===== config.mk =====
export PLATFORM = sky130hd
export DESIGN_NAME = branch_resolve_ctrl
export DESIGN_NICKNAME = d
export VERILOG_FILES = /design/src/rtl/branch_resolve_ctrl.sv
export SDC_FILE = /design/constraint.sdc
export NUM_CORES = 1
export LEC_CHECK = 0
export ABC_CLOCK_PERIOD_IN_PS = 7600
export CAP_MARGIN = 20
export CORE_MARGIN = 2
export CORE_UTILIZATION = 52
export CTS_CLUSTER_DIAMETER = 80
export DETAILED_ROUTE_END_ITERATION = 16
export GPL_TIMING_DRIVEN = 0
export PLACE_DENSITY = 0.72
export REMOVE_ABC_BUFFERS = 1
export SYNTH_ARGS = -nofsm -noshare
export SYNTH_HDL_FRONTEND = slang
export SYNTH_SLANG_ARGS = --single-unit

===== constraint.sdc =====
create_clock -name clk -period 7.6 [get_ports clk]
set_input_delay 1.9 -clock clk [delete_from_list [all_inputs] [get_ports clk]]
set_output_delay 1.9 -clock clk [all_outputs]
set_load 0.005 [all_outputs]

===== src/rtl/branch_resolve_ctrl.sv =====
// rtl/branch_resolve_ctrl.sv - in-order branch prediction queue with mispredict flush/redirect and predictor update
// Optional perf counters (resolved_cnt, mispred_cnt) are built when BRQ_PERF_CNT_EN is defined.
module branch_resolve_ctrl #(
  parameter int DEPTH        = 4,
  parameter int FLUSH_CYCLES = 2,
  parameter int PC_W         = 32
) (
  input  logic            clk,
  input  logic            rst,
  input  logic            pred_valid,
  input  logic [PC_W-1:0] pred_pc,
  input  logic            pred_taken,
  input  logic [PC_W-1:0] pred_target,
  input  logic            res_valid,
  input  logic            res_taken,
  input  logic [PC_W-1:0] res_target,
  output logic            stall_fe,
  output logic            flush,
  output logic            redirect_valid,
  output logic [PC_W-1:0] redirect_pc,
  output logic            upd_valid,
  output logic [7:0]      upd_pc,
  output logic            upd_taken,
  output logic            err_underflow
`ifdef BRQ_PERF_CNT_EN
  ,
  output logic [31:0]     resolved_cnt,
  output logic [31:0]     mispred_cnt
`endif
);

  localparam int AW = $clog2(DEPTH);
  localparam int CW = AW + 1;
  localparam logic [CW-1:0] FULL_CNT = CW'(DEPTH);
  localparam logic [2:0]    FLUSH_LEN = 3'(FLUSH_CYCLES);

  typedef enum logic {S_RUN, S_FLUSH} state_t;

  state_t          r_state;
  logic [AW-1:0]   r_rd_ptr;
  logic [AW-1:0]   r_wr_ptr;
  logic [CW-1:0]   r_count;
  logic [2:0]      r_flush_cnt;
  logic            r_flush;
  logic            r_redirect_valid;
  logic [PC_W-1:0] r_redirect_pc;
  logic            r_upd_valid;
  logic [7:0]      r_upd_pc;
  logic            r_upd_taken;
  logic            r_err_underflow;

  logic [PC_W-1:0] r_pc_mem     [DEPTH];
  logic            r_taken_mem  [DEPTH];
  logic [PC_W-1:0] r_target_mem [DEPTH];

  logic            w_full;
  logic            w_run;
  logic            w_deq;
  logic            w_enq;
  logic            w_push;
  logic [PC_W-1:0] w_head_pc;
  logic            w_head_taken;
  logic [PC_W-1:0] w_head_target;
  logic            w_mispred;
  logic [PC_W-1:0] w_corr_pc;

  assign w_full        = (r_count == FULL_CNT);
  assign w_run         = (r_state == S_RUN);
  assign w_deq         = w_run && res_valid && (r_count != '0);
  assign w_enq         = w_run && pred_valid && (!w_full || w_deq);
  assign w_head_pc     = r_pc_mem[r_rd_ptr];
  assign w_head_taken  = r_taken_mem[r_rd_ptr];
  assign w_head_target = r_target_mem[r_rd_ptr];
  assign w_mispred     = (res_taken != w_head_taken) ||
                         (res_taken && (res_target != w_head_target));
  assign w_corr_pc     = res_taken ? res_target : (w_head_pc + PC_W'(4));
  // A same-cycle enqueue is younger than a mispredicting head, so it is squashed.
  assign w_push        = w_enq && !(w_deq && w_mispred);

  assign stall_fe       = w_full;
  assign flush          = r_flush;
  assign redirect_valid = r_redirect_valid;
  assign redirect_pc    = r_redirect_pc;
  assign upd_valid      = r_upd_valid;
  assign upd_pc         = r_upd_pc;
  assign upd_taken      = r_upd_taken;
  assign err_underflow  = r_err_underflow;

  always_ff @(posedge clk) begin
    if (w_push) begin
      r_pc_mem[r_wr_ptr]     <= pred_pc;
      r_taken_mem[r_wr_ptr]  <= pred_taken;
      r_target_mem[r_wr_ptr] <= pred_target;
    end
  end

  always_ff @(posedge clk or negedge rst) begin
    if (!rst) begin
      r_state          <= S_RUN;
      r_rd_ptr         <= '0;
      r_wr_ptr         <= '0;
      r_count          <= '0;
      r_flush_cnt      <= '0;
      r_flush          <= 1'b0;
      r_redirect_valid <= 1'b0;
      r_redirect_pc    <= '0;
      r_upd_valid      <= 1'b0;
      r_upd_pc         <= '0;
      r_upd_taken      <= 1'b0;
      r_err_underflow  <= 1'b0;
    end else begin
      r_upd_valid      <= 1'b0;
      r_redirect_valid <= 1'b0;
      case (r_state)
        S_RUN: begin
          if (res_valid && (r_count == '0)) begin
            r_err_underflow <= 1'b1;
          end
          if (w_deq) begin
            r_upd_valid <= 1'b1;
            r_upd_pc    <= w_head_pc[7:0];
            r_upd_taken <= res_taken;
          end
          if (w_deq && w_mispred) begin
            r_redirect_valid <= 1'b1;
            r_redirect_pc    <= w_corr_pc;
            r_rd_ptr         <= '0;
            r_wr_ptr         <= '0;
            r_count          <= '0;
            r_state          <= S_FLUSH;
            r_flush          <= 1'b1;
            r_flush_cnt      <= FLUSH_LEN;
          end else begin
            if (w_deq) begin
              r_rd_ptr <= r_rd_ptr + AW'(1);
            end
            if (w_enq) begin
              r_wr_ptr <= r_wr_ptr + AW'(1);
            end
            case ({w_enq, w_deq})
              2'b10:   r_count <= r_count + CW'(1);
              2'b01:   r_count <= r_count - CW'(1);
              default: r_count <= r_count;
            endcase
          end
        end
        S_FLUSH: begin
          r_flush_cnt <= r_flush_cnt - 3'd1;
          if (r_flush_cnt <= 3'd1) begin
            r_flush <= 1'b0;
            r_state <= S_RUN;
          end
        end
        default: r_state <= S_RUN;
      endcase
    end
  end

`ifdef BRQ_PERF_CNT_EN
  logic [31:0] r_resolved_cnt;
  logic [31:0] r_mispred_cnt;

  assign resolved_cnt = r_resolved_cnt;
  assign mispred_cnt  = r_mispred_cnt;

  always_ff @(posedge clk or negedge rst) begin
    if (!rst) begin
      r_resolved_cnt <= '0;
      r_mispred_cnt  <= '0;
    end else begin
      if (w_deq && (r_resolved_cnt != '1)) begin
        r_resolved_cnt <= r_resolved_cnt + 32'd1;
      end
      if (w_deq && w_mispred && (r_mispred_cnt != '1)) begin
        r_mispred_cnt <= r_mispred_cnt + 32'd1;
      end
    end
  end
`endif

endmodule


[After elaboration in Yosys (flattened, before gate mapping)]
Memories as Yosys holds them, arrays and structs flattened.
Cells that the tools add are included.
Operators by class
  multiplexer cells: 20
  equal/unequal tests: 7
  bitwise operators: 1
  order comparisons: 1
  reduce and logical (&&, ||, !) cells: 24
  add/sub/neg operators: 6
Operators with widths (count)
  $add 32x3->32 const B: 1
  $mux 32: 1
  $ne 32x32->1: 1
  $reduce_and 2->1: 7
  $pmux 3 s2: 2
  $mux 1: 9
  $logic_and 1x1->1: 8
  $mux 2: 4
  $mux 3: 2
  $reduce_bool 3->1: 2
  $sub 3x1->3 const B: 2
  $add 2x1->2 const B: 2
  $ne 2x1->1 const B: 2
  $pmux 1 s2: 2
  $reduce_bool 2->1: 2
  $add 3x1->3 const B: 1
  $eq 3x3->1 const B: 1
  $le 3x1->1 const B: 1
  $logic_not 3->1: 1
  $eq 2x1->1 const B: 1
  $eq 2x2->1 const B: 1
  $logic_not 1->1: 2
  $logic_or 1x1->1: 2
  $ne 1x1->1: 1
  $not 1->1: 1
Storage, ports and cells
  register bits after elaboration: 56
  word-level logic and storage cells: 74
  memories: 3
  bits in writable memories: 260
Memories
  r_pc_mem: depth 4, bits a word 32, read ports 1, clocked after Yosys merged registers in 0, write ports 1, line 52  | logic [PC_W-1:0] r_pc_mem [DEPTH];
  r_target_mem: depth 4, bits a word 32, read ports 1, clocked after Yosys merged registers in 0, write ports 1, line 54  | logic [PC_W-1:0] r_target_mem [DEPTH];
  r_taken_mem: depth 4, bits a word 1, read ports 1, clocked after Yosys merged registers in 0, write ports 1, line 53  | logic r_taken_mem [DEPTH];

[Logic depth before layout (Yosys ltp)]
Gate-level depths: netlist of the first run.
An unclocked memory read counts as a cell.
  word-level depth: 9
  gate-level depth with buffers: 14
  mapped depth without buffers: 8

[Worst setup path before layout of the first run]
Ideal clock, no wire load.
  kind: in2reg
  start point: input res_taken
  end point: memory r_pc_mem[0][0], enable pin
  data required time: 7170 ps
  library setup time: 430 ps
  cell stages on the path: 7
  path slack: 2456 ps
  data arrival time: 4714 ps
  path through: clkinv_1 -> a31oi_1 -> o2111ai_1 -> a2111oi_2 -> nand4_4 -> nand3_4 -> and3_1
On the way
  longest elaborated chain between the ends: 7
  elaborated cells between the ends (all ways): 8
  classes of those cells: eq/ne: 1; mux: 2; reduce/logical: 5
Ends and longest elaborated chain
  from (decl): line 15  | input logic res_taken,
  $ne 1x1->1 / $logic_and 1x1->1 (equally long branches): line 74, 75
  $logic_or 1x1->1 *: line 74  | assign w_mispred = (res_taken != w_head_taken) ||
  $logic_and 1x1->1 *: line 78  | assign w_push = w_enq && !(w_deq && w_mispred);
  $logic_not 1->1 *: line 78
  $logic_and 1x1->1 *: line 78
  $mux 1 *: line 90  | if (w_push) begin
  $mux 1 (implied by the code) *: line 91  | r_pc_mem[r_wr_ptr] <= pred_pc;
  to (decl): line 52
Every way passes the cells marked *; elsewhere a longest branch is shown, timed or not.

[Final worst setup path of the first run]
  start point: input res_taken
  end point: memory r_pc_mem[1][16], enable pin
Same word-level chain as after synthesis.

==> results of run 1 <==
-- kinds of logic (layout without fill, tap and decap cells) --
kind of cell	count (synthesis)	after routing
adder cells (fa/ha/maj)	8	8
multiplexers	103	103
other	0	2
flip-flops	316	316
buffers and inverters	41	226
AO/OA/AOI/OAI	61	61
XOR/XNOR	67	67
AND/OR/NAND/NOR	153	153
-- worst max-delay path by stage --
stage	start	endpoint	slack, ns	cells past startpoint
2_1_floorplan	r_rd_ptr[0]	r_pc_mem[0][0]	1.42	7
3_3_place_gp	res_taken	r_target_mem[0][21]	-1.94	8
3_5_place_dp	res_taken	r_target_mem[0][19]	2.31	9
4_1_cts	res_taken	r_target_mem[0][21]	2.85	9
5_1_grt	res_taken	r_target_mem[0][21]	2.58	9
6_report	res_taken	r_pc_mem[1][16]	2.86	9
-- stage by stage --
stage / TNS, ns / util [%] / area, µm² / setup WS (ns)
4_1_cts: 0 / 64.4 / 16200 / 2.85
3_5_place_dp: 0 / 60.1 / 15100 / 2.31
6_report: 0 / 64.4 / 16200 / 2.86
3_3_place_gp: -489.49 / 59.3 / 14900 / -1.94
5_1_grt: 0 / 64.4 / 16200 / 2.58
2_1_floorplan: 0 / - / 13000 / 1.42
-- flip-flops by register name (all words and copies together), names as in the netlist, 2 cells and up --
name	count
r_target_mem	128
redirect_pc	32
r_rd_ptr	2
r_flush_cnt	3
upd_pc	8
r_wr_ptr	2
r_taken_mem	4
r_pc_mem	128
r_count	3
-- per-layer routing --
layer	vias up	wire [µm]	share of wire [%]
met5	-	13	0.047
met4	2	510	1.8
met3	47	2100	7.5
met2	238	13200	47
met1	3612	12000	43
li1	3241	-	-
-- power by group through the flow --
stage / logic [W] / registers (W) / clock network (W)
after detailed placement: 0.00169 / 0.00247 / 0
final: 0.00167 / 0.00243 / 0.00158
after floorplan: 0.00100 / 0.00248 / 0
after global placement: 0.00158 / 0.00257 / 0
after global routing: 0.00182 / 0.00247 / 0.00168
after CTS: 0.00170 / 0.00244 / 0.00161
-- cells in the final DEF, fill, tap and decap left out, types with 21 or more instances in the layout --
cell type	instances
edfxtp_1	260
clkdlybuf4s50_1	145
nand2_1	75
dfrtp_1	54
mux4_2	52
clkbuf_16	37
xnor2_1	35
xor2_1	32
o21ai_0	28
mux2_4	25
nor2_1	21
-- cell type report --
type,instances,share of cell area (%)
Inverter,10,0.248
Clock inverter,9,0.410
Clock buffer,53,6.22
Tap cell,330,2.55
Antenna cell,2,0.0310
Timing Repair Buffer,154,10.2
Sequential cell,316,57.0
Multi-Input combinational cell,392,23.3
-- critical path, cell delays in order --
cell	delay (ns)
buf_2	0.41
clkinv_1	0.46
a31oi_1	0.26
o2111ai_1	0.15
a2111oi_2	0.45
nand4_4	0.24
nand3_4	0.19
and3_4	0.47
buf_16	0.31
==> key figures, run 1 <==
Status
  – Status: complete, no violations

Hold path
  – Hold Path Depth: 2
  – Hold EP: upd_pc[0]
  – HP Start: upd_pc[0]
  – Min-delay worst type: reg2reg

Power and ir drop
  – Final Power: 0.00569 W
  – Combinational group share of total power: 29.4%
  – Sequential share of power: 42.8%
  – Int Power: 0.00406 W
  – NetSw: 0.00163 W
  – Power Density: 352 nW/µm²
  – Leak: 5.53 nW
  – Clk pwr share: 27.8%
  – VDD IR-drop max: 194 µV
  – Switching Fraction: 28.6%

Clock tree
  – CTS max path bufs: 3
  – H-tree depth: 2
  – Post-CTS Hold Fix Bufs: 0
  – Sinks on the clock net: 316
  – Cts bufs inserted: 34
  – Root buf cell: clkbuf_16
  – Worst skew pair latency: 0.51 ns
  – CTS tree: built
  – Post-cts sizing count: 0
  – Clk pin slew, worst setup/hold paths: 0.06 ns
  – Post-CTS setup buffers: 0

Final layout
  – # fillers: 1833
  – Share of cells above drive strength 1: 15.5%
  – Reg area: 9220 µm²
  – Post-Layout Cell Count: 1266
  – Multi-input gate area: 3770 µm²
  – Nets: 1018
  – Area growth syn-to-layout: 22.1%

Placed design
  – Routability cong.: 0.738
  – Port Buf Inserts: 147
  – DP Cell Count: 1202
  – DP HPWL: 17900 µm

Die
  – Initial Util: 52.7%
  – Die Y: 164 µm
  – Die area: 26800 µm²
  – Ports: 148
  – Row cnt: 58
  – Die Span X: 164 µm
  – Core area: 25100 µm²

Critical path
  – R2R Setup Slk: 3.28 ns
  – Startpoint types: input pin
  – FF-to-FF End: r_pc_mem[1][16]
  – CP Data Arrival Time: 4.92 ns
  – CP Capture Type: flip-flop
  – Worst Path Required: 7.78 ns
  – Reg2reg start: r_rd_ptr[0]
  – R2R depth: 9
  – CP Class: in2reg
  – Worst Path Max Fanout: 46

Global routing
  – Largest net degree at the start of global routing: 57
  – Initial antenna violation count: 3
  – Met2 Use GR: 33.9%
  – GRT Max-Usage Layer: met2
  – Met1 GRT Util: 29.4%
  – Gr ovfl total: 0
  – Vias in the first global route: 7164
  – Met3 Usage GRT: 5.23%
  – First-pass GRT wire length: 41700 µm
  – GRT Util Overall: 21.1%

Logic synthesis
  – Mean Syn Cell Area: 17.7 µm²
  – Cell Area, Synth: 13200 µm²
  – Post-synth top cells: 260 x edfxtp_1, 75 x nand2_1, 56 x dfrtp_1
  – Yosys top cell area share: 59.0%
  – Netlist cell types: 55
  – Synth Register Bits: 316
  – Share of synthesized registers carrying an async set or reset: 17.7%
  – Simple-gate share of the synthesized area: 5.73%
  – Top post-synthesis cells by area: edfxtp_1 59%, dfrtp_1 11%, mux4_2 8.8%, mux2_4 2.8%, xnor2_1 2.3%
  – Seq/Total Area, Yosys: 69.5%
  – Adder-Cell Fraction of Synth Area: 0.812%
  – Synth Flop Type: edfxtp_1
  – Post-synthesis mux area share: 14.4%
  – Top-count cell post-synth: edfxtp_1
  – Compound-gate portion of the synthesized area: 3.00%
  – Area leader, netlist: edfxtp_1
  – Mapped Cells: 749
  – EDFF count, synth: 260
  – Largest family of logic cells by synthesized area: multiplexers
  – Yosys Warn Count: 0
  – Xor/xnor share of the synthesized area: 4.43%

STA
  – Final Cycle Share: 62.4%
  – Slew Limit Headroom: 46.8%
  – Fin crit period: 4.74 ns
  – Hold violation count in the final report: 0
  – Max frequency: 0.211 GHz
  – Unrepaired setup endpoints after global routing: false
  – Final setup violation count: 0
  – Worst hold slack: 0.470 ns
  – Worst-Margin Slew: 0.798 ns
  – Max Slew Vio Count: 0
  – Final Skew: 0.0157 ns

Route
  – DRT iter0 DRCs: 722
  – DR pass1 iterations: 5
  – Via density: 5.64
  – Routed length per placed instance: 22.0 µm
  – Antenna-violating nets left: 0
  – Via count: 7140
  – DRC Markers: 0
  – DRT Wirelength: 27900 µm

Run
  – Max cap viols: 0
No activity file was read; power rests on OpenSTA's default activity.
==> run 2, diff against run 1 <==
--- a/config.mk
+++ b/config.mk
@@ -5,14 +5,14 @@
 export SDC_FILE = /design/constraint.sdc
 export NUM_CORES = 1
 export LEC_CHECK = 0
-export ABC_CLOCK_PERIOD_IN_PS = 7600
+export ABC_CLOCK_PERIOD_IN_PS = 4120
 export CAP_MARGIN = 20
 export CORE_MARGIN = 2
-export CORE_UTILIZATION = 52
+export CORE_UTILIZATION = 51
 export CTS_CLUSTER_DIAMETER = 80
 export DETAILED_ROUTE_END_ITERATION = 16
 export GPL_TIMING_DRIVEN = 0
-export PLACE_DENSITY = 0.72
+export PLACE_DENSITY = 0.73
 export REMOVE_ABC_BUFFERS = 1
 export SYNTH_ARGS = -nofsm -noshare
 export SYNTH_HDL_FRONTEND = slang
==> constraint.sdc (replaced) <==
create_clock -name clk -period 4.12 [get_ports clk]
set_input_delay 1.03 -clock clk [delete_from_list [all_inputs] [get_ports clk]]
set_output_delay 1.03 -clock clk [all_outputs]
set_load 0.005 [all_outputs]
==> key figures, run 2 (same netlist as run 1, synthesis figures left out) <==
Placed design
  – Pre-CTS setup slack: -0.472 ns (-2.78 ns)
  – Routability cong.: 0.732 (-0.72%)
  – DP HPWL: 18300 µm (+2.8%)
  – DP Cell Count: 1202 (unchanged)
  – Cell Area, Placed: 15100 µm² (about the same)
  – Port Buf Inserts: 147 (unchanged)

Run
  – Max cap viols: 0 (unchanged)

STA
  – Worst-Margin Slew: 1.17 ns (+0.371 ns)
  – Final Skew: 0.0171 ns (+0.00135 ns)
  – Fin crit period: 3.92 ns
  – Final setup violation count: 0 (unchanged)
  – Final Cycle Share: 95.3%
  – Max Slew Vio Count: 0 (unchanged)
  – Max frequency: 0.255 GHz
  – Hold violation count in the final report: 0 (unchanged)
  – Final worst slack: 0.195 ns (-2.66 ns)
  – Unrepaired setup endpoints after global routing: false
  – Slew Limit Headroom: 22.1% (-25 points)

Route
  – DRT Wirelength: 29200 µm (+4.8%)
  – Via count: 7278 (+1.9%)
  – Antenna-violating nets left: 0 (unchanged)
  – DRC Markers: 0 (unchanged)
  – Routed length per placed instance: 23.0 µm (+4.7%)
  – Via density: 5.74 (+1.9%)
  – DR pass1 iterations: 5 (unchanged)
  – DRT iter0 DRCs: 697 (-3.5%)

Critical path
  – CP Class: reg2reg
  – R2R Setup Slk: 0.20 ns (-3.08 ns)
  – Worst Path Required: 4.35 ns (-3.43 ns)
  – Worst Path Max Fanout: 56 (+22%)
  – CP Data Arrival Time: 4.15 ns (-0.77 ns)
  – Reg2reg start: r_rd_ptr[1]
  – Critical path origin: r_rd_ptr[1]
  – Startpoint types: flip-flop
  – FF-to-FF End: r_pc_mem[1][31]
  – R2R depth: 9 (unchanged)
  – CP Capture Type: flip-flop
  – Crit path to: r_pc_mem[1][31]

Global routing
  – Gr ovfl total: 0 (unchanged)
  – GRT Util Overall: 21.8% (+0.66 points)
  – Initial antenna violation count: 3 (unchanged)
  – First-pass GRT wire length: 43800 µm (+5.1%)
  – Largest net degree at the start of global routing: 57 (unchanged)
  – Vias in the first global route: 7371 (+2.9%)

Clock tree
  – H-tree depth: 1 (-1)
  – Sinks on the clock net: 316 (unchanged)
  – Root buf cell: clkbuf_16
  – Worst skew pair latency: 0.55 ns (+0.04 ns)
  – CTS max path bufs: 3 (unchanged)
  – Post-CTS Hold Fix Bufs: 0 (unchanged)
  – Cts bufs inserted: 31 (-8.8%)
  – CTS tree: built
  – Clk pin slew, worst setup/hold paths: 0.07 ns (about the same)

Die
  – Row cnt: 58 (unchanged)
  – Die Span X: 165 µm (+0.95%)
  – Initial Util: 52.3% (-0.45 points)
  – Die Y: 165 µm (+0.95%)
  – Die area: 27300 µm² (+1.9%)
  – Ports: 148 (unchanged)
  – Core area: 25300 µm² (+0.87%)

Final layout
  – Share of cells above drive strength 1: 17.4% (+1.9 points)
  – Fin area: 16300 µm² (+0.63%)
  – Most frequent cells in the layout: 260 x edfxtp_1, 145 x clkdlybuf4s50_1, 75 x nand2_1, 54 x dfrtp_1, 52 x mux4_2
  – Area growth syn-to-layout: 22.9%
  – Most common cell after layout, fill and taps aside: edfxtp_1
  – Post-Layout Cell Count: 1267 (+0.079%)
  – Nets: 1022 (+0.39%)
  – # fillers: 1765 (-3.7%)

Power and ir drop
  – VDD IR-drop max: 418 µV (+120%)
  – Power Density: 658 nW/µm² (+87%)
  – Leak: 5.58 nW (+0.95%)

Hold path
  – HP Start: err_underflow
  – Min-delay worst type: reg2reg

Status
  – Status: complete, no violations
==> run 2: changes by cell type in the layout (fill, tap and decap cells not counted), sizes merged <==
cell / previous run / this run
clkinvlp: 0 / 5
clkbuf: 53 / 37
buf: 9 / 12
diode: 2 / 1
bufinv: 1 / 6
clkinv: 10 / 11
and3: 12 / 16
==> run 2: power breakdown <==
group          leakage (nW)  internal (W)  switching [W]
sequential             3.03       0.00411       0.000315
clock                 0.542       0.00184        0.00118
combinational          2.00       0.00168        0.00159
total                  5.58       0.00763        0.00309
==> run 2: cell type report <==
cell class                 instances  area, µm²  area share, %
clock buffer                      37        848           5.21
inverter                          10       43.8          0.269
sequential                       316       9220           56.6
tap                              330        413           2.54
antenna                            1       2.50         0.0154
clock inverter                    20        267           1.64
timing repair buffer             157       1680           10.3
multi-input combinational        396       3800           23.4
==> run 2: through the flow <==
step | total power [W] | util (%) | hold slack [ns] | setup TNS [ns]
4_1_cts | 0.0108 | 64.2 | 0.476 | 0
3_3_place_gp | 0.00767 | 58.8 | 0.446 | -1374.21
3_5_place_dp | 0.00770 | 59.6 | 0.463 | -79.93
2_1_floorplan | 0.00642 | - | 0.451 | -560.27
5_1_grt | 0.0112 | 64.2 | 0.490 | 0
6_report | 0.0107 | 64.2 | 0.475 | 0
==> run 2: timing repair <==
item	4_1_cts	5_1_grt
resized for setup	0	1
cloned	2	2
endpoints found under the setup margin	214	111
pin swaps	2	2
setup buffers	3	0
==> run 2: how the worst min path moves through the flow <==
stage | to | cells after the start
6_report | err_underflow | 1
3_5_place_dp | err_underflow | 1
4_1_cts | err_underflow | 1
3_3_place_gp | err_underflow | 1
5_1_grt | err_underflow | 1
2_1_floorplan | err_underflow | 1
==> run 2: worst max-delay path, cell delays in order, from the launching register on <==
cell,delay [ns]
dfrtp_4,0.64
buf_16,0.34
mux4_2,0.37
xnor2_1,0.24
nand4_1,0.25
a2111oi_4,0.44
nand4_4,0.24
nand3_4,0.24
and3_4,0.44
buf_12,0.29
==> run 2: metal layers <==
layer	global-route usage, %	vias up	share of wire, %
met5	0	-	0.12
met4	4.51	4	1.8
met3	3.87	38	6.4
met2	35.4	234	48
met1	31.3	3747	44
li1	-	3255	-
==> run 3, diff against run 2 <==
--- a/config.mk
+++ b/config.mk
@@ -7,12 +7,12 @@
 export LEC_CHECK = 0
 export ABC_CLOCK_PERIOD_IN_PS = 4120
 export CAP_MARGIN = 20
-export CORE_MARGIN = 2
-export CORE_UTILIZATION = 51
+export CORE_UTILIZATION = 52
 export CTS_CLUSTER_DIAMETER = 80
 export DETAILED_ROUTE_END_ITERATION = 16
+export DONT_BUFFER_PORTS = 1
 export GPL_TIMING_DRIVEN = 0
-export PLACE_DENSITY = 0.73
+export PLACE_DENSITY = 0.67
 export REMOVE_ABC_BUFFERS = 1
 export SYNTH_ARGS = -nofsm -noshare
 export SYNTH_HDL_FRONTEND = slang
==> key figures, run 3 (same netlist as run 1, synthesis figures left out) <==
Critical path
  – Critical path's top delay family: simple AND/OR/NAND/NOR gates
  – Buffers & Inverters on Critical Path: 2 (unchanged)
  – CP Data Arrival Time: 4.18 ns (+0.03 ns)
  – CP Class: reg2reg
  – Slowest stage cell on the critical path: dfrtp_4
  – Cells along the critical path: buf_16, mux4_2, xnor2_2, nand4_1, a2111oi_4, nand4_4, nand3_4, and3_4, buf_16
  – Worst Path Max Fanout: 48 (-14%)
  – Critical path's most frequent cell: buf_16
  – Worst Path Required: 4.31 ns (-0.04 ns)
  – Max incr delay on CP: 0.72 ns (+0.08 ns)
  – CP Capture Type: flip-flop
  – Startpoint types: flip-flop

Die
  – Die Y: 162 µm (-2.2%)
  – Die Span X: 162 µm (-2.2%)
  – Initial Util: 52.7% (+0.45 points)
  – Ports: 148 (unchanged)
  – Core area: 25100 µm² (-0.86%)
  – Row cnt: 58 (unchanged)
  – Die area: 26100 µm² (-4.3%)

Clock tree
  – CTS max path bufs: 3 (unchanged)
  – Root buf cell: clkbuf_16
  – H-tree depth: 2 (+1)
  – CTS tree: built
  – Post-CTS Hold Fix Bufs: 0 (unchanged)
  – Clk pin slew, worst setup/hold paths: 0.06 ns (about the same)
  – Sinks on the clock net: 316 (unchanged)
  – Worst skew pair latency: 0.51 ns (-0.04 ns)
  – Cts bufs inserted: 34 (+9.7%)

Power and ir drop
  – Int Power: 0.00718 W (-5.9%)
  – NetSw: 0.00298 W (-3.6%)
  – Leak: 5.01 nW (-10%)
  – Clk pwr share: 29.6% (+1.4 points)
  – Combinational group share of total power: 25.8% (-4.7 points)
  – Sequential share of power: 44.5% (+3.2 points)
  – Final Power: 0.0102 W (-5.3%)
  – Switching Fraction: 29.3% (+0.49 points)
  – VDD IR-drop max: 500 µV (+20%)
  – Power Density: 685 nW/µm² (+4.1%)

Final layout
  – Reg area: 9220 µm² (unchanged)
  – Multi-input gate area: 3820 µm² (+0.46%)
  – Share of cells above drive strength 1: 20.3% (+2.9 points)
  – Post-Layout Cell Count: 1117 (-12%)
  – Area growth syn-to-layout: 11.8%
  – Most frequent cells in the layout: 260 x edfxtp_1, 74 x nand2_1, 54 x dfrtp_1, 52 x mux4_2, 35 x clkbuf_16
  – # fillers: 1877 (+6.3%)
  – N_diodes: 0 (-1)
  – Most common cell after layout, fill and taps aside: edfxtp_1
  – Fin area: 14800 µm² (-9.0%)
  – Nets: 872 (-15%)

Placed design
  – DP HPWL: 17700 µm (-3.4%)
  – Cell Area, Placed: 13600 µm² (-9.9%)
  – Port Buf Inserts: 0 (-100%)
  – Routability cong.: 0.811 (+11%)
  – Pre-CTS setup slack: -0.299 ns (+0.174 ns)
  – DP Cell Count: 1054 (-12%)

Route
  – DRT iter0 DRCs: 555 (-20%)
  – DRT Wirelength: 27900 µm (-4.3%)
  – Antenna-violating nets left: 0 (unchanged)
  – DRC Markers: 0 (unchanged)
  – DR pass1 iterations: 5 (unchanged)
  – Via density: 5.88 (+2.4%)
  – Routed length per placed instance: 25.0 µm (+8.6%)
  – Via count: 6570 (-9.7%)

STA
  – Worst-Margin Slew: 0.896 ns (-0.273 ns)
  – Unrepaired setup endpoints after global routing: true
  – Hold violation count in the final report: 0 (unchanged)
  – Final worst slack: 0.126 ns (-0.0691 ns)
  – Final Skew: 0.0134 ns (-0.00367 ns)
  – Final setup violation count: 0 (unchanged)
  – Final Cycle Share: 96.9% (+1.7 points)
  – Fin crit period: 3.99 ns (+0.0691 ns)
  – Max Slew Vio Count: 0 (unchanged)
  – Slew Limit Headroom: 40.0% (+18 points)
  – Max frequency: 0.250 GHz (-1.7%)

Run
  – Max cap viols: 0 (unchanged)

Global routing
  – First-pass GRT wire length: 42100 µm (-3.9%)
  – Vias in the first global route: 7089 (-3.8%)
  – Largest net degree at the start of global routing: 59 (+3.5%)
  – Initial antenna violation count: 0 (-3)
  – GRT Util Overall: 22.2% (+0.45 points)
  – Gr ovfl total: 0 (unchanged)

Status
  – Status: complete, no violations

Hold path
  – Min-delay worst type: in2async
==> run 3: cell count changes in the layout (fill, tap and decap cells not counted), moves of 4 or more <==
cell,previous run,this run
xnor2_1,35,31
clkdlybuf4s50_1,145,0
clkbuf_16,31,35
and3_2,4,0
xnor2_2,0,4
==> run 3: final cells by class <==
class,count,area share (%)
Timing Repair Buffer,8,1.35
Tap cell,330,2.79
Clock buffer,41,6.27
Clock inverter,20,1.29
Sequential cell,316,62.2
Multi-Input combinational cell,392,25.8
Inverter,10,0.270
==> run 3: worst register-to-register path, cell delays in order (launching register included) <==
cell and delay, ns:
dfrtp_4 0.72, buf_16 0.32, mux4_2 0.41, xnor2_2 0.18
nand4_1 0.23, a2111oi_4 0.45, nand4_4 0.24, nand3_4 0.21
and3_4 0.59, buf_16 0.30
==> run 3: power groups by stage <==
stage | sequential [W] | clock [W] | combinational [W]
2_1_floorplan | 0.00457 | 0 | 0.00185
3_3_place_gp | 0.00479 | 0 | 0.00230
3_5_place_dp | 0.00464 | 0 | 0.00250
4_1_cts | 0.00453 | 0.00306 | 0.00261
5_1_grt | 0.00459 | 0.00319 | 0.00285
6_report | 0.00452 | 0.00301 | 0.00262
==> run 3: repair_timing <==
| action | 4_1_cts | 5_1_grt |
|---|---|---|
| setup buffers | 2 | 0 |
| gates cloned | 0 | 0 |
| resized for setup | 0 | 10 |
| pin swaps | 1 | 2 |
| endpoints found under the setup margin | 235 | 145 |
==> run 3: final timing paths <==
path,slack [ns],startpoint,cells after the start,to
max in group asynchronous,3.80,rst,0,r_rd_ptr[1]
worst max-delay path,0.13,r_rd_ptr[1],9,r_target_mem[2][4]
min in group clk,0.50,err_underflow,1,err_underflow
worst min-delay path,0.21,rst,0,upd_pc[5]
worst min register to register,0.50,err_underflow,1,err_underflow
worst max register to register,0.13,r_rd_ptr[1],9,r_target_mem[2][4]
==> run 3: per-stage QoR <==
stage | utilization (%) | TNS (ns) | hold WS (ns)
after global placement | 53.4 | -1339.41 | 0.472
after floorplan | - | -560.27 | 0.451
final | 59.0 | 0 | 0.211
after CTS | 58.7 | 0 | 0.198
after detailed placement | 54.1 | -39.80 | 0.479
after global routing | 59.0 | -0.528 | 0.193
==> run 3: metal layers <==
layer / global-route usage, % / up-vias / share of wire, % / wire [µm]
met4: 7.59 / 0 / 2.6 / 715
met3: 7.19 / 49 / 8.6 / 2400
met5: 0 / - / 0 / 0
met2: 37.2 / 228 / 50 / 13900
li1: - / 2936 / - / -
met1: 27.2 / 3357 / 39 / 10900
